**src/rtl/percept_bus_master.sv**
```systemverilog
// Host-side initiator for the single-wire perceptron front-end bus: serialises
// read/write requests into 74-bit frames and deserialises 64-bit read replies.
module percept_bus_master #(
    parameter int RD_LAT   = 0,
    parameter int IDLE_GAP = 2
) (
    input  logic        clk,
    input  logic        nRst,
    input  logic        req_valid,
    output logic        req_ready,
    input  logic        req_write,
    input  logic [7:0]  req_addr,
    input  logic [63:0] req_wdata,
    output logic        rsp_valid,
    output logic [63:0] rsp_rdata,
    output logic        busy,
    output logic        ser_out,
    input  logic        ser_in
);

    typedef enum logic [2:0] {
        S_IDLE,
        S_START,
        S_ADDR,
        S_CMD,
        S_DATA,
        S_TAIL,
        S_GAP
    } state_t;

    localparam logic HAS_TAIL = (RD_LAT > 0);

    state_t      r_state;
    logic [6:0]  r_cnt;
    logic        r_write;
    logic [7:0]  r_addrSh;
    logic [63:0] r_dataSh;
    logic [63:0] r_capSh;
    logic        r_serOut;
    logic        r_rspValid;
    logic [63:0] r_rspData;

    logic        w_accept;
    logic        w_capture;
    logic [63:0] w_capNext;

    assign req_ready = (r_state == S_IDLE);
    assign busy      = ~req_ready;
    assign ser_out   = r_serOut;
    assign rsp_valid = r_rspValid;
    assign rsp_rdata = r_rspData;

    assign w_accept  = req_valid && req_ready;
    // Capturing on every DATA/TAIL edge of a read lets the first RD_LAT
    // (not yet valid) samples fall off the top of the 64-bit shifter.
    assign w_capture = !r_write && ((r_state == S_DATA) || (r_state == S_TAIL));
    assign w_capNext = {r_capSh[62:0], ser_in};

    always_ff @(posedge clk or negedge nRst) begin
        if (!nRst) begin
            r_state    <= S_IDLE;
            r_cnt      <= '0;
            r_write    <= 1'b0;
            r_addrSh   <= '0;
            r_dataSh   <= '0;
            r_capSh    <= '0;
            r_serOut   <= 1'b1;
            r_rspValid <= 1'b0;
            r_rspData  <= '0;
        end else begin
            r_rspValid <= 1'b0;
            if (w_capture) begin
                r_capSh <= w_capNext;
            end
            case (r_state)
                S_IDLE: begin
                    if (w_accept) begin
                        r_state  <= S_START;
                        r_write  <= req_write;
                        r_addrSh <= req_addr;
                        r_dataSh <= req_wdata;
                        r_serOut <= 1'b0;
                        r_cnt    <= '0;
                    end
                end
                S_START: begin
                    r_state  <= S_ADDR;
                    r_serOut <= r_addrSh[7];
                    r_addrSh <= {r_addrSh[6:0], 1'b0};
                    r_cnt    <= '0;
                end
                S_ADDR: begin
                    if (r_cnt == 7'd7) begin
                        r_state  <= S_CMD;
                        r_serOut <= r_write;
                    end else begin
                        r_serOut <= r_addrSh[7];
                        r_addrSh <= {r_addrSh[6:0], 1'b0};
                        r_cnt    <= r_cnt + 7'd1;
                    end
                end
                S_CMD: begin
                    r_state  <= S_DATA;
                    r_serOut <= r_write & r_dataSh[63];
                    r_dataSh <= {r_dataSh[62:0], 1'b0};
                    r_cnt    <= '0;
                end
                S_DATA: begin
                    if (r_cnt == 7'd63) begin
                        r_serOut <= 1'b1;
                        r_cnt    <= '0;
                        if (!r_write && HAS_TAIL) begin
                            r_state <= S_TAIL;
                        end else begin
                            r_state    <= S_GAP;
                            r_rspValid <= 1'b1;
                            r_rspData  <= r_write ? 64'h0 : w_capNext;
                        end
                    end else begin
                        r_serOut <= r_write & r_dataSh[63];
                        r_dataSh <= {r_dataSh[62:0], 1'b0};
                        r_cnt    <= r_cnt + 7'd1;
                    end
                end
                S_TAIL: begin
                    if (r_cnt == 7'(RD_LAT - 1)) begin
                        r_state    <= S_GAP;
                        r_rspValid <= 1'b1;
                        r_rspData  <= w_capNext;
                        r_cnt      <= '0;
                    end else begin
                        r_cnt <= r_cnt + 7'd1;
                    end
                end
                S_GAP: begin
                    if (r_cnt == 7'(IDLE_GAP - 1)) begin
                        r_state <= S_IDLE;
                        r_cnt   <= '0;
                    end else begin
                        r_cnt <= r_cnt + 7'd1;
                    end
                end
                default: begin
                    r_state  <= S_IDLE;
                    r_serOut <= 1'b1;
                    r_cnt    <= '0;
                end
            endcase
        end
    end

endmodule

```
**config.mk**
```make
export PLATFORM = sky130hd
export DESIGN_NAME = percept_bus_master
export DESIGN_NICKNAME = d
export VERILOG_FILES = /design/src/rtl/percept_bus_master.sv
export SDC_FILE = /design/constraint.sdc
export NUM_CORES = 1
export LEC_CHECK = 0
export CORE_MARGIN = 3
export CORE_UTILIZATION = 32
export CTS_CLUSTER_DIAMETER = 100
export DETAILED_ROUTE_END_ITERATION = 6
export GPL_TIMING_DRIVEN = 1
export HOLD_SLACK_MARGIN = 0.08
export PLACE_DENSITY = 0.6
export SLEW_MARGIN = 10
export SYNTH_ARGS = -nofsm -noshare
export SYNTH_HDL_FRONTEND = slang
export SYNTH_SLANG_ARGS = --single-unit
```
**constraint.sdc**
```tcl
create_clock -name clk -period 3.8 [get_ports clk]
set_clock_uncertainty 0.05 [all_clocks]
set_input_delay 0.95 -clock clk [delete_from_list [all_inputs] [get_ports clk]]
set_output_delay 0.95 -clock clk [all_outputs]
set_load 0.02 [all_outputs]
```
==> impl_metrics.yaml <==
detailed_routing:
  vias_per_instance: 4.65
  drt-wirelength-per-cell_um: 14.7
  initialDrtViolationCount: 420
  vias_post_dr: 6289
  drtAntennaViolNets: 0
  dr.pass1.iters: 6
  drc: 0
  detail_route.wirelength_um: 19800
synth:
  synth.top_cells.by_count: "sky130_fd_sc_hd__dfrtp_1 (211), sky130_fd_sc_hd__nand2_1 (141), sky130_fd_sc_hd__nor2_1 (76), sky130_fd_sc_hd__a21oi_1 (73), sky130_fd_sc_hd__mux2i_1 (70)"
  synth-seq-area-share_pct: 58.6
  synth-adder-area-share_pct: 0.276
  synthesis.instances: 833
  synth-seq-cells: 212
  dominant_combinational_cell_family_by_area_after_synthesis: "multiplexers"
  yosys.cell_count.top_type: "sky130_fd_sc_hd__dfrtp_1"
  synth_cell_type_count: 49
  post-synth-top-area-cell: "sky130_fd_sc_hd__dfrtp_1"
  yosys_top_cell_area_share_pct: 58.3
  yosys-top-cells-area: "sky130_fd_sc_hd__dfrtp_1 (58%), sky130_fd_sc_hd__mux2_2 (8.0%), sky130_fd_sc_hd__mux2i_1 (7.7%)"
  synth_ff_type: "sky130_fd_sc_hd__dfrtp_1"
  netlist_area_um2: 9050
  synth_compound_gate_area_share_pct: 7.01
  synth_warnings: 0
  muxShareOfSynthArea_pct: 15.7
  synth_nets: 912
  synth_enable_flop_cells: 0
  yosys.area_share.simple_pct: 14.5
  synth_xor_xnor_area_share_pct: 0.0968
  syn_avg_cell_area_um2: 10.9
  asyncSetResetFlopFracSynth_pct: 100
clock_network:
  number_of_buffers_inserted_to_repair_setup_after_cts: 0
  cts_made_buffers: 25
  worst_path_clk_slew_ns: 0.06
  clock-sinks: 212
  cts_buffer_depth: 3
  ctsRootBufferMaster: "sky130_fd_sc_hd__clkbuf_16"
  cts.hold.buffers_added: 0
  cts.htree.levels: 1
  clkLatencyLatePin_ns: 0.51
  clock_tree_from_tritoncts: "yes"
  cts_repair_resize_count: 0
grt:
  grt_start_max_net_pins: 98
  grt_first_pass_wirelength_um: 33100
  grt_pass1_vias: 6185
  grt_util_all_layers_pct: 12.9
  antenna_violations_before_repair: 0
  globalRouteOverflowTotal: 0
timing:
  max_clock_freq_mhz: 302
  setup-violations-final: 0
  fin_crit_share_pct: 87.2
  rsz0062_at_grt: "no"
  fin_setup_tns_ns: 0
  final_max_slew_viol_count: 0
  worst_pin_slew_ns: 0.942
  final.min_clock_period_ns: 3.31
  timing.slew.headroom_pct: 37.1
  final-hold-violation-count: 0
worst_setup_path:
  critical_path.max_fanout: 19
  critical_path.endpoint_type: "primary output"
  timing.rr.end: "rsp_rdata[27]"
  crit-reg2reg-launch: "r_cnt[0]"
  crit_arrival_ns: 2.31
  reg2regPathDepth: 8
  required_ns: 2.80
  cp-startpoint: "r_state[2]"
  r2r_slack_ns: 1.05
  criticalPathCategory: "reg2out"
  worstSetupEndpoint: "req_ready"
  start_kind: "register"
die:
  die_height_um: 174
  fp.coreArea_um2: 27400
  floorplan.die_area_um2: 30300
  floorplan.initialDensity_pct: 33.0
  io-pin-count: 145
  die_x_um: 174
  placement_rows: 60
final_layout:
  antenna_cells: 0
  drive_above_1_share_pct: 13.3
  area_growth_syn_to_layout_pct: 29.2
  layout.nets: 1041
  final_util_pct: 42.7
  num-fill-cells: 2603
  final-seq-area_um2: 5310
  multi_input_area_um2: 3440
power_and_ir_drop:
  power_density_nw_per_um2: 410
  total_leakage_power_nw: 5.95
  max-vdd-ir-drop_mv: 0.267
worst_hold_path:
  hp-class: "in2async"
placement:
  hpwl_detailed_um: 12600
  buffer_ports.inserted: 144
  gp_routability_congestion: 0.788
outcome:
  status: "finished clean"
job:
  drv.max_cap_violation_count: 0
[area by class of cell]
type	count	area share (%)
sequential	212	45.4
multi-input combinational	555	29.5
timing repair buffer	158	14.0
clock buffer	36	6.13
tap	372	3.98
clock inverter	9	0.706
inverter	10	0.321
[worst min path at each step]
stage	startpoint	end	slack (ns)	cells past startpoint
after floorplan	r_capSh[62]	rsp_rdata[63]	0.41	2
after global placement	rsp_rdata[42]	rsp_rdata[42]	0.40	2
after detailed placement	rsp_rdata[3]	rsp_rdata[3]	0.41	2
after CTS	rsp_rdata[18]	rsp_rdata[18]	0.42	2
after global routing	nRst	r_dataSh[57]	0.43	1
final	nRst	r_dataSh[57]	0.37	1
[cells in the final DEF, fill, tap and decap left out, types with 6 or more instances in the layout]
master / instances
sky130_fd_sc_hd__a21oi_1: 73
sky130_fd_sc_hd__clkbuf_1: 6
sky130_fd_sc_hd__buf_12: 7
sky130_fd_sc_hd__inv_1: 9
sky130_fd_sc_hd__mux2i_1: 70
sky130_fd_sc_hd__mux2_2: 64
sky130_fd_sc_hd__dfrtp_1: 211
sky130_fd_sc_hd__nand2_1: 141
sky130_fd_sc_hd__o21ai_0: 15
sky130_fd_sc_hd__nand3_1: 65
sky130_fd_sc_hd__buf_4: 7
sky130_fd_sc_hd__nor2_1: 75
sky130_fd_sc_hd__clkbuf_16: 25
sky130_fd_sc_hd__clkdlybuf4s50_1: 143
[per-layer routing]
layer | track usage [%] | vias to the layer above | part of all wire [%]
met5 | 0 | - | 0
met4 | 3.08 | 0 | 2.1
met3 | 2.51 | 27 | 3.9
met2 | 21.6 | 102 | 48
met1 | 17.4 | 3056 | 46
li1 | - | 3104 | -
[critical path, cell delays in order, from the launching register on]
cell                              delay, ns
sky130_fd_sc_hd__dfrtp_1               0.60
sky130_fd_sc_hd__or3_1                 0.50
sky130_fd_sc_hd__inv_1                 0.09
sky130_fd_sc_hd__clkdlybuf4s50_1       0.61
[stage by stage]
stage	power (W)	std cells	area [µm²]	worst slack, ns	hold slack [ns]
3_5_place_dp	0.00253	1307	10900	0.950	0.405
2_1_floorplan	0.00239	833	9050	1.57	0.413
4_1_cts	0.00489	1352	11700	0.467	0.418
3_3_place_gp	0.00253	1307	10900	0.999	0.401
5_1_grt	0.00501	1352	11700	0.381	0.427
6_report	0.00479	1352	11700	0.488	0.371
[flip-flops by register name (all words and copies together) (netlist names)]
signal,cells
r_dataSh,64
rsp_rdata,64
r_capSh,63
r_write,1
ser_out,1
r_state,3
r_cnt,7
rsp_valid,1
r_addrSh,8
[report_power, final]
group	switching, W	leakage, nW	internal [W]	total (W)
Sequential	0.0000223	2.79	0.00229	0.00231
Clock	0.000927	0.390	0.00138	0.00231
Combinational	0.0000709	2.77	0.000101	0.000172
Total	0.00102	5.95	0.00377	0.00479
[cell families after synthesis]
group                      count (synthesis)
and+or+nand+nor                          306
DFF                                      212
muxes                                    134
AOI/OAI and AO/OA                        112
buffers and inverters                     66
adders and majority gates                  2
xor gates and xnor gates                   1
Power figures use the tool's default switching activity.
==> RTL change 1, RTL diff (same settings) <==
Encoding of `state_t`: now one-hot (7 bits for 7 states).
--- a/src/rtl/percept_bus_master.sv
+++ b/src/rtl/percept_bus_master.sv
@@ -20,10 +20,10 @@
 
-    typedef enum logic [2:0] {
-        S_IDLE,
-        S_START,
-        S_ADDR,
-        S_CMD,
-        S_DATA,
-        S_TAIL,
-        S_GAP
+    typedef enum logic [6:0] {
+        S_IDLE  = 7'b0000001,
+        S_START = 7'b0000010,
+        S_ADDR  = 7'b0000100,
+        S_CMD   = 7'b0001000,
+        S_DATA  = 7'b0010000,
+        S_TAIL  = 7'b0100000,
+        S_GAP   = 7'b1000000
     } state_t;
Function: same outputs for any inputs over 10 cycles, from zero or initial values and one cycle with nRst low; not proved beyond that.
==> RTL change 1 against the original RTL <==
Sequential cell count is 3 higher; non-clock buffer count is 1 higher; area after synthesis is 2.4% higher; design area is 1.7% higher; routed wire length is 1.0% higher; setup slack worse by 35 ps; critical endpoint unchanged.
Power is not compared: it rests on default switching activity, and its combinational part moved more than twofold at a synthesized area within 25%.
==> RTL change 1: results (changes against the original RTL) <==
[status]
status = complete, no violations

[route]
wl_met1_mm = 9.65  ; +6.3%
first_iter_violations = 342  ; -19%
wl_met3_mm = 1.85  ; +140%
dr.pass1.iters = 4  ; -2
num_vias = 5828  ; -7.3%
wl_met2_mm = 8.25  ; -14%
wl_per_cell_um = 16.2  ; +11%

[pwr]
power_mw = 6.90
p_sw_share_pct = 29.0
p_clk_mw = 2.42

[logic_synthesis]
synth_xor_area_share_pct = 0.189  ; +0.092 points
synth_compound_area_share_pct = 13.7  ; +6.7 points
syn_nets = 780  ; -14%
synth_mux_area_share_pct = 15.0  ; -0.70 points
yosysUniqueCellTypes = 52  ; +6.1%
ys_top_cells_by_area = dfrtp_1, mux2_2, mux2i_1, a22o_1, a21oi_2
synthAdderAreaFrac_pct = 0.270  ; -0.0063 points
yosys-top-cells-count = dfrtp_1, mux2i_1, a22o_1, mux2_2

[setup_path]
end_kind = output port
slowest_stage = dfstp_2
rrSetupSlack_ps = 980  ; -70 ps
cp_max_fo = 6  ; -13
r2r-end = r_dataSh[62]$_DFFE_PN0P_
r2r_cells = 9  ; +1
cp.arrival_ps = 2350  ; +40 ps

[grt]
grt_max_degree = 97  ; -1.0%
grt_pass1_vias = 6142  ; -0.70%
track_usage_pct = 12.8  ; -0.084 points
grt_pass1_wl_mm = 33.1  ; +0.13%
antenna_found_initial = 0  ; unchanged

[layout]
fin_nets = 919  ; -12%
diodes = 0  ; unchanged
drive_gt1_share_pct = 27.3  ; +14 points
fillers = 2644  ; +1.6%

[clocking]
ctsLongestPathBuffers = 3  ; unchanged
clock_latency_ps = 510  ; about the same

[placement]
place.gp.congestion = 0.756  ; -4.1%
io_buffers = 144  ; unchanged
dp_hpwl_mm = 12.5  ; -0.86%

[sta]
relSlewSlack_pct = 28.8  ; -8.3 points

## RTL change 1: kinds of logic after synthesis
kind of cell               after synthesis
AOI/OAI and AO/OA                      161
xor gates and xnor gates                 2
adders and majority gates                2
buffers and inverters                   54
DFF                                    215
muxes                                  131
and+or+nand+nor                        136
## RTL change 1: layout make-up
type / count / area [µm²] / share of cell area (%)
Sequential cell: 215 / 5380 / 45.3
Tap cell: 378 / 473 / 3.98
Clock buffer: 39 / 758 / 6.38
Timing Repair Buffer: 159 / 1650 / 13.9
Multi-Input combinational cell: 432 / 3530 / 29.7
Clock inverter: 4 / 72.6 / 0.611
Inverter: 7 / 26.3 / 0.221
## RTL change 1: how the worst max path moves through the flow
stage,start,endpoint,slack [ps],cells past startpoint
after floorplan,r_state[0]$_DFFE_PN1P_,req_ready,1430,3
final,r_state[0]$_DFFE_PN1P_,req_ready,450,4
after CTS,r_state[0]$_DFFE_PN1P_,req_ready,420,4
after detailed placement,req_valid,r_dataSh[62]$_DFFE_PN0P_,880,6
after global placement,req_valid,r_dataSh[14]$_DFFE_PN0P_,880,6
after global routing,r_state[0]$_DFFE_PN1P_,req_ready,280,4
## RTL change 1: layer usage
layer | vias to the layer above | GRT usage, %
li1 | 2800 | -
met1 | 2857 | 18.5
met2 | 143 | 18.4
met3 | 28 | 4.92
met4 | 0 | 2.71
met5 | - | 0
## RTL change 1: through the flow
stage	util (%)	hold WS [ps]	worst slack (ps)	instances	area [µm²]
finish	42.2	421	453	1234	11900
detailed placement	39.3	428	877	1191	11100
floorplan	-	412	1430	701	9260
CTS	42.2	437	417	1234	11900
global route	42.2	454	282	1234	11900
global placement	39.3	419	880	1191	11100
==> RTL change 2, RTL diff (same settings) <==
Without the edit above. Make the reset (`nRst`) synchronous in one clocked block.
--- a/src/rtl/percept_bus_master.sv
+++ b/src/rtl/percept_bus_master.sv
@@ -58,3 +58,3 @@
 
-    always_ff @(posedge clk or negedge nRst) begin
+    always_ff @(posedge clk) begin
         if (!nRst) begin
Formal check against the unedited RTL: differs if nRst is asserted again (counterexample within 4 cycles, from zero or initial values and one cycle with nRst low); with nRst held inactive, the same outputs for 10 cycles.
==> RTL change 2 against the original RTL <==
Area after synthesis shrank 5.2%; setup slack gained 240 ps; sequential share of layout area shrank 6.6 points; register-to-register slack gained 360 ps; non-clock buffer count grew 2; critical endpoint unchanged; routed wire length grew 6.4%; final cell count shrank 0.30%; via count grew 7.8%; critical path depth is the same; maximum frequency grew 7.9%; design area shrank 6.5%; sequential cell count is the same.
Power is not compared: it rests on default switching activity, and its combinational part moved more than twofold at a synthesized area within 25%.
==> RTL change 2: results (changes against the original RTL) <==
[logic_synthesis]
synthArstFlopShare_pct = 0  ; -100 points
seq_area_frac_synth_pct = 49.5  ; -9.2 points
ys_top_cells_by_area = dfxtp_1, mux2i_1, a22o_1, nand2_1, a211oi_1
yosys-top-cells-count = dfxtp_1, nand2_1, mux2i_1, nor3_1, a21oi_1
ys.flop_type = dfxtp_1
yosysUniqueCellTypes = 63  ; +29%
syn_nets = 976  ; +7.0%
synth.avg_cell_area_um2 = 9.57  ; -12%
ys_warn_count = 0  ; unchanged

[route]
vias_per_cell = 5.03  ; +8.1%
drc = 0  ; unchanged
first_iter_violations = 434  ; +3.3%
dr.pass1.iters = 4  ; -2
wl_per_cell_um = 15.7  ; +6.7%

[pwr]
ir_worst_vdd_mv = 0.348
p_leak_nw = 4.14

[layout]
fin_nets = 1077  ; +3.5%
drive_gt1_share_pct = 7.40  ; -5.9 points
final_cell_count_no_fill = 1348  ; -0.30%

[setup_path]
r2r_cells = 6  ; -2
r2r-end = rsp_rdata[13]$_SDFFE_PN0P_
rrSetupSlack_ps = 1410  ; +360 ps
crit_end = req_ready
slowest_stage = clkdlybuf4s50_1
cp_max_fo = 3  ; -16
r2r-start = r_cnt[0]$_SDFFE_PN0P_
cp_slowest_stage_delay_ps = 640  ; +30 ps
critPathLaunch = r_state[2]$_SDFFE_PN0P_
cp.arrival_ps = 2070  ; -240 ps

[sta]
relSlewSlack_pct = 27.2  ; -9.9 points

[grt]
antenna_found_initial = 1  ; +1
grt.overflow.total = 0  ; unchanged
grt_pass1_vias = 6453  ; +4.3%
track_usage_pct = 14.1  ; +1.2 points
grt_max_degree = 132  ; +35%
grt_pass1_wl_mm = 34.1  ; +3.3%

[clocking]
ctsLongestPathBuffers = 3  ; unchanged
h-tree-depth = 1  ; unchanged
clk_pin_slew_ps = 50
cts_buffers = 24  ; -4.0%
postCtsSetupBuffers = 0  ; unchanged
root_buffer = clkbuf_16
post_cts_resized = 0  ; unchanged

[status]
status = complete, no violations

[placement]
io_buffers = 144  ; unchanged
placed_area_um2 = 10200  ; -6.5%
place.gp.congestion = 0.764  ; -3.0%
dp_hpwl_mm = 13.1  ; +3.9%

[hold_path]
hold_path.class = reg2reg

## RTL change 2: cell count changes in the layout (fill, tap and decap cells not counted), sizes merged, moves of 6 or more
cell / delta
a211oi: +61
a21oi: -6
a22o: +61
dfrtp: -211
dfxtp: +212
mux2: -64
nand3: -56
nor2: -67
nor3: +66
nor3b: +7
o21a: +9
## RTL change 2: how the worst min path moves through the flow
stage	start	endpoint	slack (ps)	depth (start not counted)
after detailed placement	r_addrSh[6]$_SDFFE_PN0P_	r_addrSh[6]$_SDFFE_PN0P_	400	2
after global routing	r_capSh[62]$_SDFFE_PN0P_	r_capSh[62]$_SDFFE_PN0P_	430	2
after CTS	r_capSh[62]$_SDFFE_PN0P_	r_capSh[62]$_SDFFE_PN0P_	410	2
after floorplan	r_addrSh[0]$_SDFFE_PN0P_	r_addrSh[0]$_SDFFE_PN0P_	380	2
after global placement	r_capSh[62]$_SDFFE_PN0P_	r_capSh[62]$_SDFFE_PN0P_	390	2
final	r_capSh[62]$_SDFFE_PN0P_	r_capSh[62]$_SDFFE_PN0P_	410	2
## RTL change 2: layer usage
layer | track usage [%] | routed length (µm) | part of all wire (%) | up-vias
met4 | 4.09 | 547 | 2.6 | 2
li1 | - | - | - | 3459
met3 | 2.94 | 1040 | 4.9 | 36
met1 | 19.0 | 9810 | 46 | 3135
met5 | 0 | 13 | 0.062 | -
met2 | 23.0 | 9700 | 46 | 145
## RTL change 2: where the power goes
part           leakage (nW)  switching, mW  total [mW]  internal, mW
registers              1.72          0.122        2.58          2.46
logic                  2.04          0.706        1.26         0.550
clock network         0.374          0.895        2.22          1.32
total                  4.14           1.72        6.05          4.33
## RTL change 2: cell type report
cell class              count  area, µm²
repair buffers            160       1610
fillers                  2539      15300
inverters                   9       36.3
flip-flops and latches    212       4240
well taps                 335        419
clock inverters             8       71.3
multi-input cells         591       3870
clock buffers              33        686
## RTL change 2: per-stage QoR
step                      utilization, %  hold WS, ps  total power, mW  setup WS [ps]
final                               41.7          408             6.05            732
after global routing                41.7          433             6.35            664
after CTS                           41.7          411             6.13            696
after detailed placement            38.8          403             3.88            491
after global placement              38.8          393             3.86            524
after floorplan                        -          383             3.57           1650
## RTL change 2: worst register-to-register path, cell delays in order, from the launching register on
cell and delay [ps]:
dfxtp_1 410, ha_1 330, and4_1 420, nand2_1 150, o31a_2 400, buf_12 190, a22o_1 330
## RTL change 2: kinds of logic after synthesis
kind of cell	share of synthesized area, %
multiplexers	8.40
XOR/XNOR	0.306
buffers and inverters	5.93
AO/OA/AOI/OAI	21.1
flip-flops	49.5
adder cells (fa/ha/maj)	0.292
AND/OR/NAND/NOR	14.5
